$ cat config.mk
export PLATFORM = sky130hd
export DESIGN_NAME = mem_dma
export DESIGN_NICKNAME = d
export VERILOG_FILES = /design/src/rtl/mem_dma.sv
export SDC_FILE = /design/constraint.sdc
export NUM_CORES = 1
export LEC_CHECK = 0
export CORE_UTILIZATION = 50
export DETAILED_ROUTE_END_ITERATION = 8
export PLACE_DENSITY = 0.77
export SYNTH_ARGS = -nofsm -noshare
export SYNTH_HDL_FRONTEND = slang
export SYNTH_SLANG_ARGS = --single-unit
$ cat constraint.sdc
create_clock -name clk -period 3.6 [get_ports clk]
set_clock_uncertainty 0.15 [all_clocks]
set_input_delay 0.54 -clock clk [delete_from_list [all_inputs] [get_ports clk]]
set_output_delay 0.54 -clock clk [all_outputs]
set_load 0.02 [all_outputs]
$ cat src/rtl/mem_dma.sv
// mem_dma: word-copy DMA engine sharing mem read port 1 and the write port with the CPU.
// CPU accesses always win; read data is buffered in a small FIFO between read and write streams.
module mem_dma #(
  parameter int RD_LAT     = 2,
  parameter int FIFO_DEPTH = 4
) (
  input  logic        clk,
  input  logic        rst_n,
  input  logic        clk_en,
  input  logic        cfg_wen,
  input  logic [1:0]  cfg_addr,
  input  logic [31:0] cfg_wdata,
  output logic [31:0] cfg_rdata,
  input  logic [17:0] cpu_raddr1,
  input  logic        cpu_rreq1,
  input  logic [3:0]  cpu_wen,
  input  logic [17:0] cpu_waddr,
  input  logic [31:0] cpu_wdata,
  output logic [17:0] mem_raddr1,
  input  logic [31:0] mem_rdata1,
  output logic [3:0]  mem_wen,
  output logic [17:0] mem_waddr,
  output logic [31:0] mem_wdata,
  output logic        busy,
  output logic        irq
);

  localparam int AW = $clog2(FIFO_DEPTH);
  localparam int CW = AW + 1;
  localparam logic [CW:0] DEPTH_C = (CW+1)'(FIFO_DEPTH);

  typedef enum logic [1:0] {S_IDLE, S_RUN, S_DRAIN} state_t;
  state_t state, state_nxt;

  logic [17:0]       src_q, dst_q, rd_ptr, wr_ptr;
  logic [15:0]       len_q, rd_left, wr_left;
  logic              done_q, irq_q;
  logic [RD_LAT-1:0] pipe, pipe_nxt;
  logic [31:0]       fifo_mem [FIFO_DEPTH];
  logic [AW-1:0]     fifo_rd_idx, fifo_wr_idx;
  logic [CW-1:0]     fifo_cnt, inflight;
  logic              ctrl_wr, abort, start, launch, finish;
  logic              credit_ok, issue, eng_wr, push;
  logic              unused_wdata;

  assign unused_wdata = ^cfg_wdata[31:18];
  assign busy = (state != S_IDLE);
  assign irq  = irq_q;

  always_comb begin
    ctrl_wr = clk_en && cfg_wen && (cfg_addr == 2'd3);
    abort   = ctrl_wr && cfg_wdata[1];
    start   = ctrl_wr && cfg_wdata[0] && !busy && !abort;
    inflight = '0;
    for (int unsigned i = 0; i < RD_LAT; i++) inflight = inflight + CW'(pipe[i]);
    // Reads in flight already own a FIFO slot, so the FIFO can never overflow.
    credit_ok = ({1'b0, fifo_cnt} + {1'b0, inflight}) < DEPTH_C;
    issue  = clk_en && (state == S_RUN) && !cpu_rreq1 && (rd_left != '0) && credit_ok && !abort;
    eng_wr = clk_en && busy && (fifo_cnt != '0) && (cpu_wen == '0) && !abort;
    push   = clk_en && pipe[RD_LAT-1] && !abort;
    pipe_nxt = '0;
    pipe_nxt[0] = issue;
    for (int unsigned i = 1; i < RD_LAT; i++) pipe_nxt[i] = pipe[i-1];
  end

  always_comb begin
    state_nxt = state;
    launch    = 1'b0;
    finish    = 1'b0;
    if (abort) begin
      state_nxt = S_IDLE;
      finish    = 1'b1;
    end else begin
      unique case (state)
        S_IDLE: begin
          if (start) begin
            if (len_q == '0) begin
              finish = 1'b1;
            end else begin
              launch    = 1'b1;
              state_nxt = S_RUN;
            end
          end
        end
        S_RUN: begin
          if (rd_left == '0) state_nxt = S_DRAIN;
        end
        S_DRAIN: begin
          if (wr_left == '0) begin
            state_nxt = S_IDLE;
            finish    = 1'b1;
          end
        end
        default: state_nxt = S_IDLE;
      endcase
    end
  end

  always_ff @(posedge clk or negedge rst_n) begin
    if (!rst_n) state <= S_IDLE;
    else if (clk_en) state <= state_nxt;
  end

  always_ff @(posedge clk or negedge rst_n) begin
    if (!rst_n) begin
      src_q  <= '0;
      dst_q  <= '0;
      len_q  <= '0;
      done_q <= 1'b0;
      irq_q  <= 1'b0;
    end else if (clk_en) begin
      irq_q <= finish;
      if (finish) done_q <= 1'b1;
      else if (start) done_q <= 1'b0;
      if (cfg_wen && !busy) begin
        case (cfg_addr)
          2'd0:    src_q <= {cfg_wdata[17:2], 2'b00};
          2'd1:    dst_q <= {cfg_wdata[17:2], 2'b00};
          2'd2:    len_q <= cfg_wdata[15:0];
          default: ;
        endcase
      end
    end
  end

  always_ff @(posedge clk or negedge rst_n) begin
    if (!rst_n) begin
      rd_ptr      <= '0;
      wr_ptr      <= '0;
      rd_left     <= '0;
      wr_left     <= '0;
      pipe        <= '0;
      fifo_rd_idx <= '0;
      fifo_wr_idx <= '0;
      fifo_cnt    <= '0;
    end else if (clk_en) begin
      if (abort) begin
        pipe        <= '0;
        fifo_rd_idx <= '0;
        fifo_wr_idx <= '0;
        fifo_cnt    <= '0;
      end else begin
        pipe <= pipe_nxt;
        if (launch) begin
          rd_ptr  <= src_q;
          wr_ptr  <= dst_q;
          rd_left <= len_q;
          wr_left <= len_q;
        end
        if (issue) begin
          rd_ptr  <= rd_ptr + 18'd4;
          rd_left <= rd_left - 16'd1;
        end
        if (eng_wr) begin
          wr_ptr      <= wr_ptr + 18'd4;
          wr_left     <= wr_left - 16'd1;
          fifo_rd_idx <= fifo_rd_idx + 1'b1;
        end
        if (push) fifo_wr_idx <= fifo_wr_idx + 1'b1;
        case ({push, eng_wr})
          2'b10:   fifo_cnt <= fifo_cnt + 1'b1;
          2'b01:   fifo_cnt <= fifo_cnt - 1'b1;
          default: ;
        endcase
      end
    end
  end

  always_ff @(posedge clk or negedge rst_n) begin
    if (!rst_n) begin
      for (int unsigned i = 0; i < FIFO_DEPTH; i++) fifo_mem[i] <= '0;
    end else if (push) begin
      fifo_mem[fifo_wr_idx] <= mem_rdata1;
    end
  end

  always_comb begin
    mem_raddr1 = issue ? rd_ptr : cpu_raddr1;
    mem_wen    = '0;
    mem_waddr  = cpu_waddr;
    mem_wdata  = cpu_wdata;
    if (cpu_wen != '0) begin
      if (clk_en) mem_wen = cpu_wen;
    end else if (eng_wr) begin
      mem_wen   = '1;
      mem_waddr = wr_ptr;
      mem_wdata = fifo_mem[fifo_rd_idx];
    end
  end

  always_comb begin
    cfg_rdata = '0;
    case (cfg_addr)
      2'd0:    cfg_rdata = {14'd0, src_q};
      2'd1:    cfg_rdata = {14'd0, dst_q};
      2'd2:    cfg_rdata = {16'd0, len_q};
      default: cfg_rdata = {30'd0, done_q, busy};
    endcase
  end

endmodule

==> impl_metrics.toml <==
[synth]
syn_area_per_cell_um2 = 10.76
synthCells = 1264
synth_seq_area_share_pct = 46.55
synth-edff-count = 0
synth_flop_cell = "dfrtp_1"
synthDistinctLibCells = 65
synth_area_um2 = 13600
async_flop_share_pct = 100.0
ys_seq_elements = 253
synth_warnings = 0

[worst_hold_path]
hold_depth = 2
hold_class = "reg2reg"
hold_start = "done_q$_DFFE_PN0P_"
hold_path_end = "done_q$_DFFE_PN0P_"

[critical_path]
worstPathMaxFanout = 30
rr_startpoint = "pipe[0]$_DFFE_PN0P_"
slowest_delay_ns = 0.54
path_class = "in2out"
r2r-end = "rd_ptr[8]$_DFFE_PN0P_"
critPathLaunchType = "primary input"
cp_common_cell = "nand2_1"
cp_data_required_time_ns = 2.91
reg2regPathDepth = 9
crit_arrival_ns = 2.75
ff2ff_setup_slack_ns = 0.51
endpoint_kind = "output port"
crit_slowest_cell = "or4_4"
cp_cell_sequence = "clkdlybuf4s50_1, or3_1, or4_4, nor2_8, buf_12, nand2_1, nand2_1, dlygate4sd2_1"

[grt]
grt_util_met1_pct = 35.24
grt_pass1_vias = 11130
groute.layer.met2.usage_pct = 43.88
grt-ovfl-total = 0
gr-usage-met3_pct = 4.325
grt_max_degree = 87
antenna_found_initial = 0
grt_pass1_wl_mm = 59.03
grt_util_all_layers_pct = 26.22
grt.busiest_layer = "met2"

[clock_network]
root_buffer = "clkbuf_16"
clk_pin_slew_ns = 0.06
h-tree-depth = 1
cts-buffers-inserted = 27
cts_tree = "built"
clockBufferDepth = 3
clock_sinks = 253
clock_latency_ns = 0.54

[route]
wl_per_cell_um = 19.77
drt.antenna.violating_nets = 0
vias = 10950
dr.pass1.iters = 5
drc = 0
wirelength_mm = 36.35
via_per_inst = 5.952
drt_iter0_markers = 697

[placement]
gp_congestion = 0.8763
postPlaceCellArea_um2 = 16390
port_buffers = 220
dp_slack_ns = -0.2007
place.detailed.hpwl_mm = 24.97

[finish]
fillers = 2094
final_layout_size_suffix_gt1_share_pct = 22.16
diodes = 0
layout_commonest_cell = "dfrtp_1"
final_cell_mix = "252 x dfrtp_1, 235 x nand2_1, 180 x mux2_2, 147 x clkdlybuf4s50_1, 67 x dlygate4sd2_1"
final_net_count = 1635
area_growth_pct = 26.39
fin_area_um2 = 17190

[sta]
setup_ws_ns = 0.1611
slew_headroom_pct = 40.71
final-setup-viol-count = 0
max_freq_mhz = 290.8
hold_violations = 0
worst_slew_pin_slew_ns = 0.8872
finalCritPeriodShare_pct = 95.52
layout_min_cycle_time_ns = 3.439
grt_setup_unrepaired = "false"
maxSlewViolCount = 0

[flow_run]
maxCapViolCount = 0

[floorplanning]
start_util_pct = 50.74
fp.dieH_um = 166.9
die_w_um = 166.9
floorplan.rows = 60
die_area_um2 = 27860
io_pins = 249
core_area_um2 = 26800

[run_status]
status = "complete, no violations"

[pwr]
irDropWorstVdd_mv = 0.3539
leakagePower_nw = 7.903
total_power_mw = 8.249
p_per_area_nw_per_um2 = 479.9
-- report_power, final --
part | switching [mW] | internal [mW]
Clock | 1.12 | 1.50
Combinational | 0.815 | 0.899
Sequential | 0.599 | 3.31
-- critical path: cells and delay by family --
kind,cells,cell delay [ns]
simple gates,5,1.24
buf+inv,3,0.95
-- sequential cells by signal, indices dropped and copies added, names as in the netlist, 16 cells and up --
signal,flops
wr_ptr,16
fifo_mem,128
rd_left,16
src_q,16
rd_ptr,16
len_q,16
dst_q,16
wr_left,16
-- cells by family (layout without fill, tap and decap cells) --
| group | count (synthesis) | count (layout) | synth area share [%] |
|---|---|---|---|
| adders and majority gates | 12 | 12 | 1.159 |
| other | 1 | 14 | 0.02757 |
| DFF | 253 | 253 | 46.55 |
| xor gates and xnor gates | 4 | 4 | 0.2577 |
| muxes | 263 | 263 | 23.96 |
| AOI/OAI and AO/OA | 192 | 192 | 9.992 |
| and+or+nand+nor | 411 | 411 | 13.59 |
| buffers and inverters | 128 | 349 | 4.462 |
-- synth_stat cells (all sizes together), types with 13 or more instances --
master	instances	share of area [%]
o21ai	47	1.7
mux4	32	5.3
mux2	180	15
nand3	26	0.96
nor4	13	0.60
buf	61	2.6
o221a	13	1.1
inv	30	0.83
dfrtp	253	47
nor2	37	1.1
nand4	18	0.83
mux2i	51	3.8
a21oi	31	1.1
clkbuf	37	1.0
nand2	236	6.5
nor3	42	1.5
-- worst max-delay path by stage --
stage / from / to / slack (ns) / cells past startpoint
final: cpu_wen[1] / mem_wdata[27] / 0.16 / 8
after floorplan: cpu_wen[1] / fifo_cnt[1]$_DFFE_PN0P_ / 0.54 / 9
after global placement: cpu_wen[1] / mem_waddr[12] / -0.20 / 8
after CTS: cpu_wen[1] / mem_wen[0] / 0.003 / 9
after global routing: pipe[0]$_DFFE_PN0P_ / mem_raddr1[17] / 0.06 / 7
after detailed placement: cpu_wen[1] / mem_waddr[12] / -0.20 / 8
-- cell type report --
class / instances / area (um^2) / share of cell area [%]
flip-flops and latches: 253 / 6332 / 36.84
inverters: 30 / 112.6 / 0.6552
repair buffers: 272 / 2745 / 15.97
clock inverters: 8 / 51.30 / 0.2985
multi-input cells: 896 / 6739 / 39.21
well taps: 341 / 426.7 / 2.482
clock buffers: 39 / 780.7 / 4.542
-- per-stage QoR --
stage                     setup TNS, ns  utilization (%)  instances  hold slack, ns
final                                 0            64.13       1839          0.3378
after global routing                  0            64.13       1839          0.3558
after CTS                             0            64.06       1838          0.3378
after detailed placement         -6.450            61.15       1789          0.3221
after global placement           -6.273            61.15       1789          0.3109
after floorplan                       0                -       1277         0.09441
-- timing repair --
item,4_1_cts,5_1_grt
endpoints found under the hold margin,83,0
pin swaps,1,0
gates resized for setup,70,5
hold buffers,1,0
setup buffers,1,1
endpoints found under the setup margin,67,5
-- per-layer routing --
layer	part of all wire (%)	wire length, um
met1	42	15330
met3	6.9	2496
met2	49	17790
met4	2.0	731
met5	0	0
No activity file was read; power rests on OpenSTA's default activity.
